<file path="src/rtl/whack_pkg.sv">
// -----------------------------------------------------------------------------
// whack_pkg
// Shared types and helpers for the whack-a-mole game engine.
//   game_state_t : top-level game FSM states (idle / playing / game over)
//   speed_t      : two-bit speed level selecting one of four spawn periods
//   SCORE_W      : width of the score register and port
//   ms_to_cycles : converts a millisecond interval to clock cycles
// -----------------------------------------------------------------------------
package whack_pkg;

    localparam int SCORE_W = 14;

    typedef enum logic [1:0] {
        S_IDLE = 2'd0,
        S_PLAY = 2'd1,
        S_OVER = 2'd2
    } game_state_t;

    typedef logic [1:0] speed_t;

    // Whole cycles per interval; a clock slower than 1 kHz yields 0 and the
    // caller is expected to clamp.
    function automatic int ms_to_cycles(input int clk_hz, input int ms);
        return (clk_hz / 1000) * ms;
    endfunction

endpackage

</file>
<file path="src/rtl/sw_debounce.sv">
// -----------------------------------------------------------------------------
// sw_debounce
// Single-channel switch conditioner: two-flop synchroniser followed by a
// stability counter. The stable level only follows the synchronised input
// after it has differed from the current stable level for DEBOUNCE_CYC
// consecutive cycles.
// Ports:
//   clk    : system clock
//   rst_n  : asynchronous active-low reset
//   sw     : raw asynchronous switch level
//   stable : debounced switch level
//   rise   : one-cycle pulse on a debounced 0->1 transition
// -----------------------------------------------------------------------------
module sw_debounce #(
    parameter int DEBOUNCE_CYC = 500_000
) (
    input  logic clk,
    input  logic rst_n,
    input  logic sw,
    output logic stable,
    output logic rise
);

    localparam int CNT_W = $clog2(DEBOUNCE_CYC + 1);

    logic             sync1_q;
    logic             sync2_q;
    logic             stable_q;
    logic             rise_q;
    logic [CNT_W-1:0] cnt_q;

    always_ff @(posedge clk or negedge rst_n) begin
        if (!rst_n) begin
            sync1_q  <= 1'b0;
            sync2_q  <= 1'b0;
            stable_q <= 1'b0;
            rise_q   <= 1'b0;
            cnt_q    <= '0;
        end else begin
            sync1_q <= sw;
            sync2_q <= sync1_q;
            rise_q  <= 1'b0;
            if (sync2_q == stable_q) begin
                // Any bounce back to the stable level restarts the count.
                cnt_q <= '0;
            end else if (cnt_q == CNT_W'(DEBOUNCE_CYC - 1)) begin
                stable_q <= sync2_q;
                rise_q   <= sync2_q;
                cnt_q    <= '0;
            end else begin
                cnt_q <= cnt_q + 1'b1;
            end
        end
    end

    assign stable = stable_q;
    assign rise   = rise_q;

endmodule

</file>
<file path="src/rtl/whack_game_core.sv">
// -----------------------------------------------------------------------------
// whack_game_core
// Parametrised whack-a-mole engine: start/play/over FSM, millisecond
// prescaler driving a one-second tick and a speed-dependent spawn tick,
// up to MAX_TGT concurrent targets that expire after LIFE_TICKS spawn ticks,
// and saturating scoring from debounced switch rising edges.
//
// Optional build macro STREAK_BONUS_EN: when defined, a consecutive-hit
// streak counter is kept and a hit that brings it to a multiple of 5 scores
// +2. When undefined, every hit scores +1 and the streak port is tied to 0.
//
// Ports:
//   clk, rst_n   : clock, asynchronous active-low reset
//   start        : start / restart pulse (already debounced)
//   speed_sel    : requested speed level, registered every cycle
//   sw           : raw switches, one per target channel
//   rand_pos     : free-running random value used as spawn position
//   target_led   : lit targets
//   score        : current score (saturating 0..SCORE_MAX)
//   timer        : seconds remaining
//   speed_level  : active speed level
//   playing      : game in progress
//   game_over    : game finished, waiting for start
//   hit_pulse    : one cycle per scoring hit
//   miss_pulse   : one cycle per wrong switch or target expiry
//   streak       : consecutive-hit count
// -----------------------------------------------------------------------------
module whack_game_core
    import whack_pkg::*;
#(
    parameter int N_SW         = 18,
    parameter int POS_W        = $clog2(N_SW),
    parameter int CLK_HZ       = 50_000_000,
    parameter int GAME_SECS    = 60,
    parameter int MAX_TGT      = 2,
    parameter int LIFE_TICKS   = 2,
    parameter int DEBOUNCE_CYC = 500_000,
    parameter int SPD0_MS      = 2000,
    parameter int SPD1_MS      = 1500,
    parameter int SPD2_MS      = 1000,
    parameter int SPD3_MS      = 750,
    parameter int SCORE_MAX    = 9999
) (
    input  logic               clk,
    input  logic               rst_n,
    input  logic               start,
    input  logic [1:0]         speed_sel,
    input  logic [N_SW-1:0]    sw,
    input  logic [POS_W-1:0]   rand_pos,
    output logic [N_SW-1:0]    target_led,
    output logic [SCORE_W-1:0] score,
    output logic [5:0]         timer,
    output logic [1:0]         speed_level,
    output logic               playing,
    output logic               game_over,
    output logic               hit_pulse,
    output logic               miss_pulse,
    output logic [3:0]         streak
);

    localparam int MS_RAW = ms_to_cycles(CLK_HZ, 1);
    localparam int MS_CYC = (MS_RAW < 1) ? 1 : MS_RAW;
    localparam int PRE_W  = $clog2(MS_CYC + 1);

    localparam logic [15:0] SPD0_M1 = 16'(SPD0_MS - 1);
    localparam logic [15:0] SPD1_M1 = 16'(SPD1_MS - 1);
    localparam logic [15:0] SPD2_M1 = 16'(SPD2_MS - 1);
    localparam logic [15:0] SPD3_M1 = 16'(SPD3_MS - 1);

    localparam logic [5:0]       TIMER_INIT = 6'(GAME_SECS);
    localparam logic [SCORE_W:0] SCORE_CAP  = (SCORE_W + 1)'(SCORE_MAX);

    // ------------------------------------------------------------------
    // Switch conditioning
    // ------------------------------------------------------------------
    logic [N_SW-1:0] rise_w;
    logic [N_SW-1:0] stable_w;
    logic [N_SW-1:0] rise_ok;

    genvar gi;
    generate
        for (gi = 0; gi < N_SW; gi++) begin : g_deb
            sw_debounce #(
                .DEBOUNCE_CYC(DEBOUNCE_CYC)
            ) u_deb (
                .clk    (clk),
                .rst_n  (rst_n),
                .sw     (sw[gi]),
                .stable (stable_w[gi]),
                .rise   (rise_w[gi])
            );
        end
    endgenerate

    // A rise always coincides with a high stable level; qualifying on both
    // keeps the edge tied to the debounced level.
    assign rise_ok = rise_w & stable_w;

    // ------------------------------------------------------------------
    // State registers
    // ------------------------------------------------------------------
    game_state_t        state_q;
    speed_t             speed_level_q;
    logic [N_SW-1:0]    target_q;
    logic [SCORE_W-1:0] score_q;
    logic [5:0]         timer_q;
    logic               playing_q;
    logic               game_over_q;
    logic               hit_q;
    logic               miss_q;

    logic [PRE_W-1:0]   pre_q;
    logic [9:0]         sec_cnt_q;
    logic [15:0]        spawn_cnt_q;

    // ------------------------------------------------------------------
    // Tick generation (runs only while playing, cleared on game entry)
    // ------------------------------------------------------------------
    logic        in_play;
    logic        ms_tick;
    logic        sec_tick;
    logic        spawn_tick;
    logic [15:0] spawn_m1;

    assign in_play = (state_q == S_PLAY);
    assign ms_tick = in_play && (pre_q == PRE_W'(MS_CYC - 1));

    always_comb begin
        case (speed_level_q)
            2'd0:    spawn_m1 = SPD0_M1;
            2'd1:    spawn_m1 = SPD1_M1;
            2'd2:    spawn_m1 = SPD2_M1;
            default: spawn_m1 = SPD3_M1;
        endcase
    end

    assign sec_tick   = ms_tick && (sec_cnt_q == 10'd999);
    // ">=" so that switching to a shorter period mid-count fires at once
    // instead of running the counter around.
    assign spawn_tick = ms_tick && (spawn_cnt_q >= spawn_m1);

    always_ff @(posedge clk or negedge rst_n) begin
        if (!rst_n) begin
            pre_q       <= '0;
            sec_cnt_q   <= '0;
            spawn_cnt_q <= '0;
        end else if (start) begin
            pre_q       <= '0;
            sec_cnt_q   <= '0;
            spawn_cnt_q <= '0;
        end else if (in_play) begin
            pre_q <= ms_tick ? '0 : pre_q + 1'b1;
            if (ms_tick) begin
                sec_cnt_q   <= sec_tick   ? '0 : sec_cnt_q + 10'd1;
                spawn_cnt_q <= spawn_tick ? '0 : spawn_cnt_q + 16'd1;
            end
        end
    end

    // ------------------------------------------------------------------
    // Hit / miss classification against the pre-cycle targets
    // ------------------------------------------------------------------
    logic [N_SW-1:0]  hit_bits;
    logic [N_SW-1:0]  after_hit;
    logic             any_hit;
    logic             wrong_sw;
    logic [POS_W-1:0] spawn_pos;
    logic [5:0]       lit_cnt;
    logic             spawn_ok;
    logic [N_SW-1:0]  spawn_bits;
    logic [N_SW-1:0]  expire_bits;
    logic [N_SW-1:0]  target_d;

    assign hit_bits  = rise_ok & target_q;
    assign after_hit = target_q & ~hit_bits;
    assign any_hit   = |hit_bits;
    assign wrong_sw  = |(rise_ok & ~target_q);

    // rand_pos spans less than 2*N_SW, so one conditional subtract folds it.
    always_comb begin
        if (int'(rand_pos) >= N_SW) begin
            spawn_pos = POS_W'(int'(rand_pos) - N_SW);
        end else begin
            spawn_pos = rand_pos;
        end
    end

    always_comb begin
        lit_cnt = '0;
        for (int i = 0; i < N_SW; i++) begin
            lit_cnt = lit_cnt + {5'd0, after_hit[i]};
        end
    end

    // Occupancy is judged after hits, so a bit hit on the spawn tick is
    // re-lit fresh by the spawn.
    assign spawn_ok   = spawn_tick && (lit_cnt < 6'(MAX_TGT)) && !after_hit[spawn_pos];
    assign spawn_bits = spawn_ok ? (N_SW'(1) << spawn_pos) : '0;

    // Per-target lifetime: every surviving lit target ages on a spawn tick;
    // the freshly spawned one starts at 0. Hit bits are already removed from
    // after_hit, so a hit always beats an expiry on the same bit.
    generate
        for (gi = 0; gi < N_SW; gi++) begin : g_tgt
            logic [1:0] age_q;
            logic       age_inc;

            assign age_inc          = spawn_tick && after_hit[gi];
            assign expire_bits[gi]  = age_inc && (age_q == 2'(LIFE_TICKS - 1));
            assign target_d[gi]     = spawn_bits[gi] | (after_hit[gi] & ~expire_bits[gi]);

            always_ff @(posedge clk or negedge rst_n) begin
                if (!rst_n) begin
                    age_q <= '0;
                end else if (start || !in_play || !target_d[gi] || spawn_bits[gi]) begin
                    age_q <= '0;
                end else if (age_inc) begin
                    age_q <= age_q + 2'd1;
                end
            end
        end
    endgenerate

    // ------------------------------------------------------------------
    // Score / streak next-state
    // ------------------------------------------------------------------
    logic [1:0]         hit_inc;
    logic [SCORE_W:0]   score_sum;
    logic [SCORE_W-1:0] score_d;
    logic               miss_d;

`ifdef STREAK_BONUS_EN
    logic [3:0] streak_q;
    logic [3:0] streak_inc;
    logic [3:0] streak_d;

    always_comb begin
        streak_inc = (streak_q == 4'd15) ? 4'd15 : streak_q + 4'd1;
        // Saturated at 15 the streak no longer "reaches" a multiple of 5.
        if ((streak_q != 4'd15) &&
            (streak_inc == 4'd5 || streak_inc == 4'd10 || streak_inc == 4'd15)) begin
            hit_inc = 2'd2;
        end else begin
            hit_inc = 2'd1;
        end
        streak_d = streak_q;
        if (any_hit) begin
            streak_d = streak_inc;
        end else if (wrong_sw || (|expire_bits)) begin
            streak_d = 4'd0;
        end
    end
`else
    assign hit_inc = 2'd1;
`endif

    assign score_sum = {1'b0, score_q} + {{(SCORE_W - 1){1'b0}}, hit_inc};

    always_comb begin
        score_d = score_q;
        if (any_hit) begin
            score_d = (score_sum > SCORE_CAP) ? SCORE_CAP[SCORE_W-1:0] : score_sum[SCORE_W-1:0];
        end else if (wrong_sw) begin
            score_d = (score_q == '0) ? '0 : score_q - 1'b1;
        end
    end

    assign miss_d = (!any_hit && wrong_sw) || (|expire_bits);

    // ------------------------------------------------------------------
    // Game FSM with registered outputs
    // ------------------------------------------------------------------
    always_ff @(posedge clk or negedge rst_n) begin
        if (!rst_n) begin
            state_q       <= S_IDLE;
            speed_level_q <= '0;
            target_q      <= '0;
            score_q       <= '0;
            timer_q       <= TIMER_INIT;
            playing_q     <= 1'b0;
            game_over_q   <= 1'b0;
            hit_q         <= 1'b0;
            miss_q        <= 1'b0;
`ifdef STREAK_BONUS_EN
            streak_q      <= '0;
`endif
        end else begin
            speed_level_q <= speed_sel;
            hit_q         <= 1'b0;
            miss_q        <= 1'b0;
            if (start) begin
                // Start from any state, including a restart mid-game.
                state_q     <= S_PLAY;
                target_q    <= '0;
                score_q     <= '0;
                timer_q     <= TIMER_INIT;
                playing_q   <= 1'b1;
                game_over_q <= 1'b0;
`ifdef STREAK_BONUS_EN
                streak_q    <= '0;
`endif
            end else if (state_q == S_PLAY) begin
                target_q <= target_d;
                score_q  <= score_d;
                hit_q    <= any_hit;
                miss_q   <= miss_d;
`ifdef STREAK_BONUS_EN
                streak_q <= streak_d;
`endif
                if (sec_tick) begin
                    if (timer_q <= 6'd1) begin
                        state_q     <= S_OVER;
                        timer_q     <= 6'd0;
                        target_q    <= '0;
                        playing_q   <= 1'b0;
                        game_over_q <= 1'b1;
                    end else begin
                        timer_q <= timer_q - 6'd1;
                    end
                end
            end
        end
    end

    assign target_led  = target_q;
    assign score       = score_q;
    assign timer       = timer_q;
    assign speed_level = speed_level_q;
    assign playing     = playing_q;
    assign game_over   = game_over_q;
    assign hit_pulse   = hit_q;
    assign miss_pulse  = miss_q;
`ifdef STREAK_BONUS_EN
    assign streak      = streak_q;
`else
    assign streak      = 4'd0;
`endif

endmodule

</file>
<file path="config.mk">
export PLATFORM = sky130hd
export DESIGN_NAME = whack_game_core
export DESIGN_NICKNAME = d
export VERILOG_FILES = /design/src/rtl/whack_pkg.sv /design/src/rtl/sw_debounce.sv /design/src/rtl/whack_game_core.sv
export SDC_FILE = /design/constraint.sdc
export NUM_CORES = 1
export LEC_CHECK = 0
export CORE_ASPECT_RATIO = 0.9
export CORE_UTILIZATION = 59
export CTS_BUF_LIST = sky130_fd_sc_hd__clkbuf_2
export DETAILED_ROUTE_END_ITERATION = 16
export PLACE_DENSITY = 0.87
export SLEW_MARGIN = 40
export SYNTH_ARGS = -nofsm -noshare
export SYNTH_HDL_FRONTEND = slang
export SYNTH_SLANG_ARGS = --single-unit
</file>
<file path="constraint.sdc">
create_clock -name clk -period 6.7 [get_ports clk]
set_input_delay 1.34 -clock clk [delete_from_list [all_inputs] [get_ports clk]]
set_output_delay 1.34 -clock clk [all_outputs]
set_load 0.1 [all_outputs]
</file>
## Word-level counts from Yosys, hierarchy flattened

Cells that the tools add are included.

- Flip-flop bits (word level): 538
- Input bits: 28
- Output and inout bits: 48
- Logic and storage cells: 629

- $add $sub $neg: 60
- Magnitude comparators: 6
- Equal/unequal tests: 59
- Shift operators: 1
- Muxes and demuxes: 154
- Bitwise operators: 78
- Reductions and logical operators: 151

Operators with widths:

| kind | number |
|---|---|
| $mux 19 | 36 |
| $add 19x1->19 const B | 18 |
| $eq 19x19->1 const B | 18 |
| $mux 16 | 7 |
| $mux 18 | 5 |
| $mux 14 | 6 |
| $mux 2 | 40 |
| $add 6x1->6 | 12 |
| $and 18x18->18 | 4 |
| $reduce_or 18->1 | 3 |
| $mux 1 | 49 |
| $reduce_bool 2->1 | 22 |
| $logic_and 1x1->1 | 42 |
| $reduce_and 2->1 | 21 |
| $eq 2x1->1 const B | 20 |
| $mux 10 | 4 |
| $logic_or 1x1->1 | 38 |
| $add 2x1->2 const B | 18 |
| $not 1->1 | 36 |
| $not 18->18 | 2 |
| $pmux 11 s3 | 1 |
| $add 16x1->16 const B | 2 |
| $mux 6 | 4 |
| $logic_not 1->1 | 21 |
| other kinds (29) | 80 |

## Longest topological paths before layout

- Depth in word-level cells: 30
- Depth in mapped cells: 19
- Depth with buffers taken out: 18

## By module

Synthesis repeated with hierarchy kept, for this count alone.

- Cells, all modules: 2980
- Area total of the unflattened synthesis: 28457.3 sq um

By module, submodules not included:

| module | instances | cells each | area each (sq um) | sequential area each (sq um) |
|---|---|---|---|---|
| sw_debounce at g_deb[0].u_deb ... | 17 | 110 | 1118.6 | 575.6 |
| whack_game_core | 1 | 1004 | 8296.7 | 3057.9 |
| sw_debounce at g_deb[6].u_deb | 1 | 106 | 1144.8 | 575.6 |

## Least setup slack after synthesis

No wires, ideal clock.

- Kind: flip-flop to flip-flop
- Start: register target_q[13] (netlist: target_led[13])
- End: register target_q[1] (netlist: target_led[1])
- Setup time: 77 ps
- Arrival time: 6045 ps
- Required time: 6623 ps
- Setup slack: 578 ps
- Cell stages (with the launch flop): 17
- Buffers on the path: 0
- Period minus slack after synthesis: 6122 ps
- Cell sequence: dfrtp_1 -> a21boi_0 -> fa_1 -> fa_1 -> inv_1 -> fa_1 -> fa_1 -> inv_1 -> fa_1 -> and2_1 -> fa_1 -> nor4_1 -> o211a_1 -> o311ai_1 -> a2111o_1 -> or4_4 -> o21ai_1

- Word-level cells in the longest chain between the ends: 17
- Elaborated cells on any way between the ends: 20
- Classes of those cells: add/sub (5); order compare (1); mux (7); bitwise (4); reduce/logical (3)

RTL lines:

| element | line | source |
|---|---|---|
| start: declaration | whack_game_core.sv:104 | `logic [N_SW-1:0] target_q;` |
| start signal: assignment | whack_game_core.sv:303 | `target_q <= target_d;` |
| $and 18x18->18 | whack_game_core.sv:174 | `assign hit_bits = rise_ok & target_q;` |
| $not 18->18 | whack_game_core.sv:175 | `assign after_hit = target_q & ~hit_bits;` |
| $and 18x18->18 * | whack_game_core.sv:175 |  |
| $add 6x1->6 (5 in a row) | whack_game_core.sv:191 | `lit_cnt = lit_cnt + {5'd0, after_hit[i]};` |
| $lt 6x2->1 | whack_game_core.sv:197 | `assign spawn_ok = spawn_tick && (lit_cnt < 6'(MAX_TGT)) && !after_hit[spawn_pos];` |
| $logic_and 1x1->1 | whack_game_core.sv:197 |  |
| $logic_and 1x1->1 * | whack_game_core.sv:197 |  |
| $mux 18 * | whack_game_core.sv:198 | `assign spawn_bits = spawn_ok ? (N_SW'(1) << spawn_pos) : '0;` |
| $or 1x1->1 * | whack_game_core.sv:210 | `assign target_d[gi] = spawn_bits[gi] \| (after_hit[gi] & ~expire_bits[gi]);` |
| $mux 18 | whack_game_core.sv:311 | `if (timer_q <= 6'd1) begin` |
| $mux 18 * | whack_game_core.sv:310 | `if (sec_tick) begin` |
| $mux 18 * | whack_game_core.sv:302 | `end else if (state_q == S_PLAY) begin` |
| $mux 18 * | whack_game_core.sv:291 | `if (start) begin` |

Mark *: on every way between the ends. The rest lies on a longest branch, timed or not. The select of a mux whose other input is x is not followed.
A chain may end at the register's enable or synchronous reset.

## Worst setup path in the final report

- Start: register g_deb[3].u_deb.stable_q
- End: register target_q[16] (netlist: target_led[16])

- Word-level cells in the longest chain between the ends: 28
- Elaborated cells on any way between the ends: 31
- Classes of those cells: add/sub (15); order compare (1); mux (7); bitwise (5); reduce/logical (3)

RTL lines:

| element | line | source |
|---|---|---|
| start: declaration | sw_debounce.sv:28 | `logic stable_q;` |
| start signal: assignment | sw_debounce.sv:47 | `stable_q <= sync2_q;` |
| $and 18x18->18 * | whack_game_core.sv:97 | `assign rise_ok = rise_w & stable_w;` |
| $and 18x18->18 * | whack_game_core.sv:174 |  |
| $not 18->18 * | whack_game_core.sv:175 |  |
| $and 18x18->18 * | whack_game_core.sv:175 |  |
| $add 3x1->4 | whack_game_core.sv:191 |  |
| $add 4x1->5 | whack_game_core.sv:191 |  |
| $add 5x1->6 | whack_game_core.sv:191 |  |
| $add 6x1->6 (12 in a row) | whack_game_core.sv:191 |  |
| $lt 6x2->1 | whack_game_core.sv:197 |  |
| $logic_and 1x1->1 | whack_game_core.sv:197 |  |
| $logic_and 1x1->1 * | whack_game_core.sv:197 |  |
| $mux 18 * | whack_game_core.sv:198 |  |
| $or 1x1->1 * | whack_game_core.sv:210 |  |
| $mux 18 | whack_game_core.sv:311 |  |
| $mux 18 * | whack_game_core.sv:310 |  |
| $mux 18 * | whack_game_core.sv:302 |  |
| $mux 18 * | whack_game_core.sv:291 |  |

Marks and branches as above.

==> results.tsv <==
metric	value	unit
ys_seq_area_share	50.1	%
final_nets	3038	
pre_cts_ws	0.652	ns
leakagePower	0.0130	µW
die_area	0.0462	mm²
yosys_warnings	0	
std_cell_rows	73	
grt_pass1_wl	103000	µm
die_y	204	µm
core	0.0445	mm²
fillerInstances	3443	
synthFlopType	dfrtp_1	
cp.arrival	7.21	ns
final_common_cell	dfrtp_1	
maxCapViolCount	0	
io_buffers	71	
setup_slack	0.498	ns
clk_latency	1.16	ns
ir_drop	0.133	mV
relSlewSlack	41.9	%
p_int	4500	µW
dieWidth	227	µm
dp_hpwl	42500	µm
fin_tns_setup	0	ns
start_util	60.2	%
cts_setup_buffers	0	
grt_start_max_net_pins	158	
placed_area	0.0279	mm²
yosys_register_bits	536	
finalSetupViolations	0	
swShare	32.3	%
min_path_type	primary input to async pin	
antenna_found_initial	2	
skew	0.0712	ns
vias_per_cell	5.81	
crit_path_start_kind	flip-flop	
tightest_slew	0.864	ns
layout-drive-gt1-share	11.1	%
dr.first_iter.drc_count	1814	
drv_slew	0	
critPathRequiredTime	7.71	ns
seqPwrFrac	51.6	%
switchingPower	2150	µW
syn_area_per_cell	9.64	µm²
cts_buffer_depth	3	
wl_per_cell	16.9	µm
fin_crit	6.20	ns
cts-hold-fix-buffers	0	
firstDrtPassIters	5	
cellPowerDensity	227	mW/mm²
wl	61400	µm
r2r_cells	17	
netlist_area	0.0268	mm²
finalInstanceArea	0.0293	mm²
cts_tree	yes	
endpoint_kind	flip-flop	
mostFrequentLayoutCells	dfrtp_1 (532), nor2_1 (455), nand2_1 (254), nand3_1 (203), clkbuf_2 (194)	
root_buffer	clkbuf_2	
cts_inserted_buffers	136	
path_clk_slew	0.14	ns
synthCells	2776	
io_pins	76	
ant_nets	0	
synth_edf_count	0	
fin_crit_sh	92.6	%
first_global_vias	21300	
htree_levels	4	
run_status	completed	
worst-setup-path-type	flip-flop to flip-flop	
grt_use_total	27.5	%
num_vias	21200	
grt_overflow	0	
synthArstFlopShare	100	%
rsz0062_at_grt	no	
place_congestion	0.935	
combPwrFrac	13.9	%
cp_max_fo	10	
synth_cell_types	79	
cts_sinks	536	
p_total	6650	µW
drc_errors	0	
syn2layout_area_growth	9.31	%
post_cts_resized	0	
fmax	161	MHz
p_clk_share	34.5	%
finalHoldViolCount	0	
==> sequential cells by signal, summed over array words and instances (netlist names), 10 cells and up <==
register             count
sec_cnt_q               10
g_deb.u_deb.cnt_q      342
score                   14
g_deb.u_deb.sync2_q     18
pre_q                   16
g_deb.u_deb.rise        18
g_deb.u_deb.sync1_q     18
target_led              18
g_deb.u_deb.stable      18
spawn_cnt_q             16
g_tgt.age_q             36
==> metrics by stage <==
stage               utilization (%)  hold slack [ns]  cells
floorplan                         -            0.331   2779
global placement               63.2            0.332   3398
detailed placement             62.8            0.336   3399
CTS                            65.7           0.0687   3642
global route                   65.8           0.0862   3646
finish                         65.8            0.135   3646
==> layer usage <==
metal | track usage, % | routed length [µm]
met1 | 36.0 | 26200
met2 | 44.3 | 29500
met3 | 6.02 | 3690
met4 | 11.7 | 2030
met5 | 0 | 0
==> final cells by class <==
type / count / area, µm² / share of cell area, %
diodes: 3 / 7.51 / 0.0257
clock inverters: 49 / 300 / 1.03
clock buffers: 194 / 971 / 3.32
multi-input cells: 2084 / 12800 / 43.6
flip-flops and latches: 536 / 13400 / 45.9
well taps: 600 / 751 / 2.57
repair buffers: 86 / 686 / 2.34
inverters: 94 / 353 / 1.21
==> synthesized netlist by cell type, types with 25 or more instances <==
master	n	area, µm²
a21oi_1	92	460
and2_1	25	156
and3_1	68	425
clkbuf_1	51	191
dfrtp_1	532	13300
ha_1	60	751
inv_1	93	349
nand2_1	254	953
nand3_1	203	1020
nand4_1	66	413
nor2_1	457	1720
nor3_1	40	200
nor4_1	28	175
o21ai_0	80	400
or3_1	66	413
xnor2_1	155	1360
xor2_1	176	1540
==> kinds of logic after synthesis <==
family,after synthesis,share of synthesized area (%)
xor+xnor,331,10.8
fa+ha+maj,72,3.70
other cells,1,0.0140
flops,536,50.1
mux,31,1.44
simple gates,1359,24.8
buf+inv,159,2.31
compound gates,287,6.73
==> final timing paths <==
path	endpoint	slack [ns]	startpoint
max reg2reg	target_led[16]$_DFFE_PN0P_	0.50	g_deb[3].u_deb.stable$_DFFE_PN0P_
min in group clk	g_deb[17].u_deb.sync2_q$_DFF_PN0_	0.35	g_deb[17].u_deb.sync1_q$_DFF_PN0_
min	g_deb[0].u_deb.cnt_q[13]$_DFF_PN0_	0.13	rst_n
max	target_led[16]$_DFFE_PN0P_	0.50	g_deb[3].u_deb.stable$_DFFE_PN0P_
min reg2reg	g_deb[17].u_deb.sync2_q$_DFF_PN0_	0.35	g_deb[17].u_deb.sync1_q$_DFF_PN0_
max in group asynchronous	g_deb[11].u_deb.cnt_q[15]$_DFF_PN0_	5.21	rst_n
==> worst max-delay path: stages (launching register included) <==
cell      delay [ns]
dfrtp_1         0.48
a21boi_0        0.59
fa_1            0.54
inv_1           0.10
fa_1            0.43
fa_1            0.53
fa_1            0.54
inv_1           0.05
fa_1            0.55
and2_1          0.14
fa_1            0.42
nor4_1          0.19
o211a_1         0.20
o311ai_1        0.11
a2111o_1        0.47
buf_4           0.20
or3_1           0.33
o21ai_0         0.17
==> power groups by stage <==
stage,logic [µW],clock network (µW),registers (µW)
after floorplan,446,0,3710
after global placement,923,0,3490
after detailed placement,917,0,3490
after CTS,919,2350,3430
after global routing,1000,2520,3450
final,923,2290,3430
Note: power is estimated with default switching activity, not from simulation.
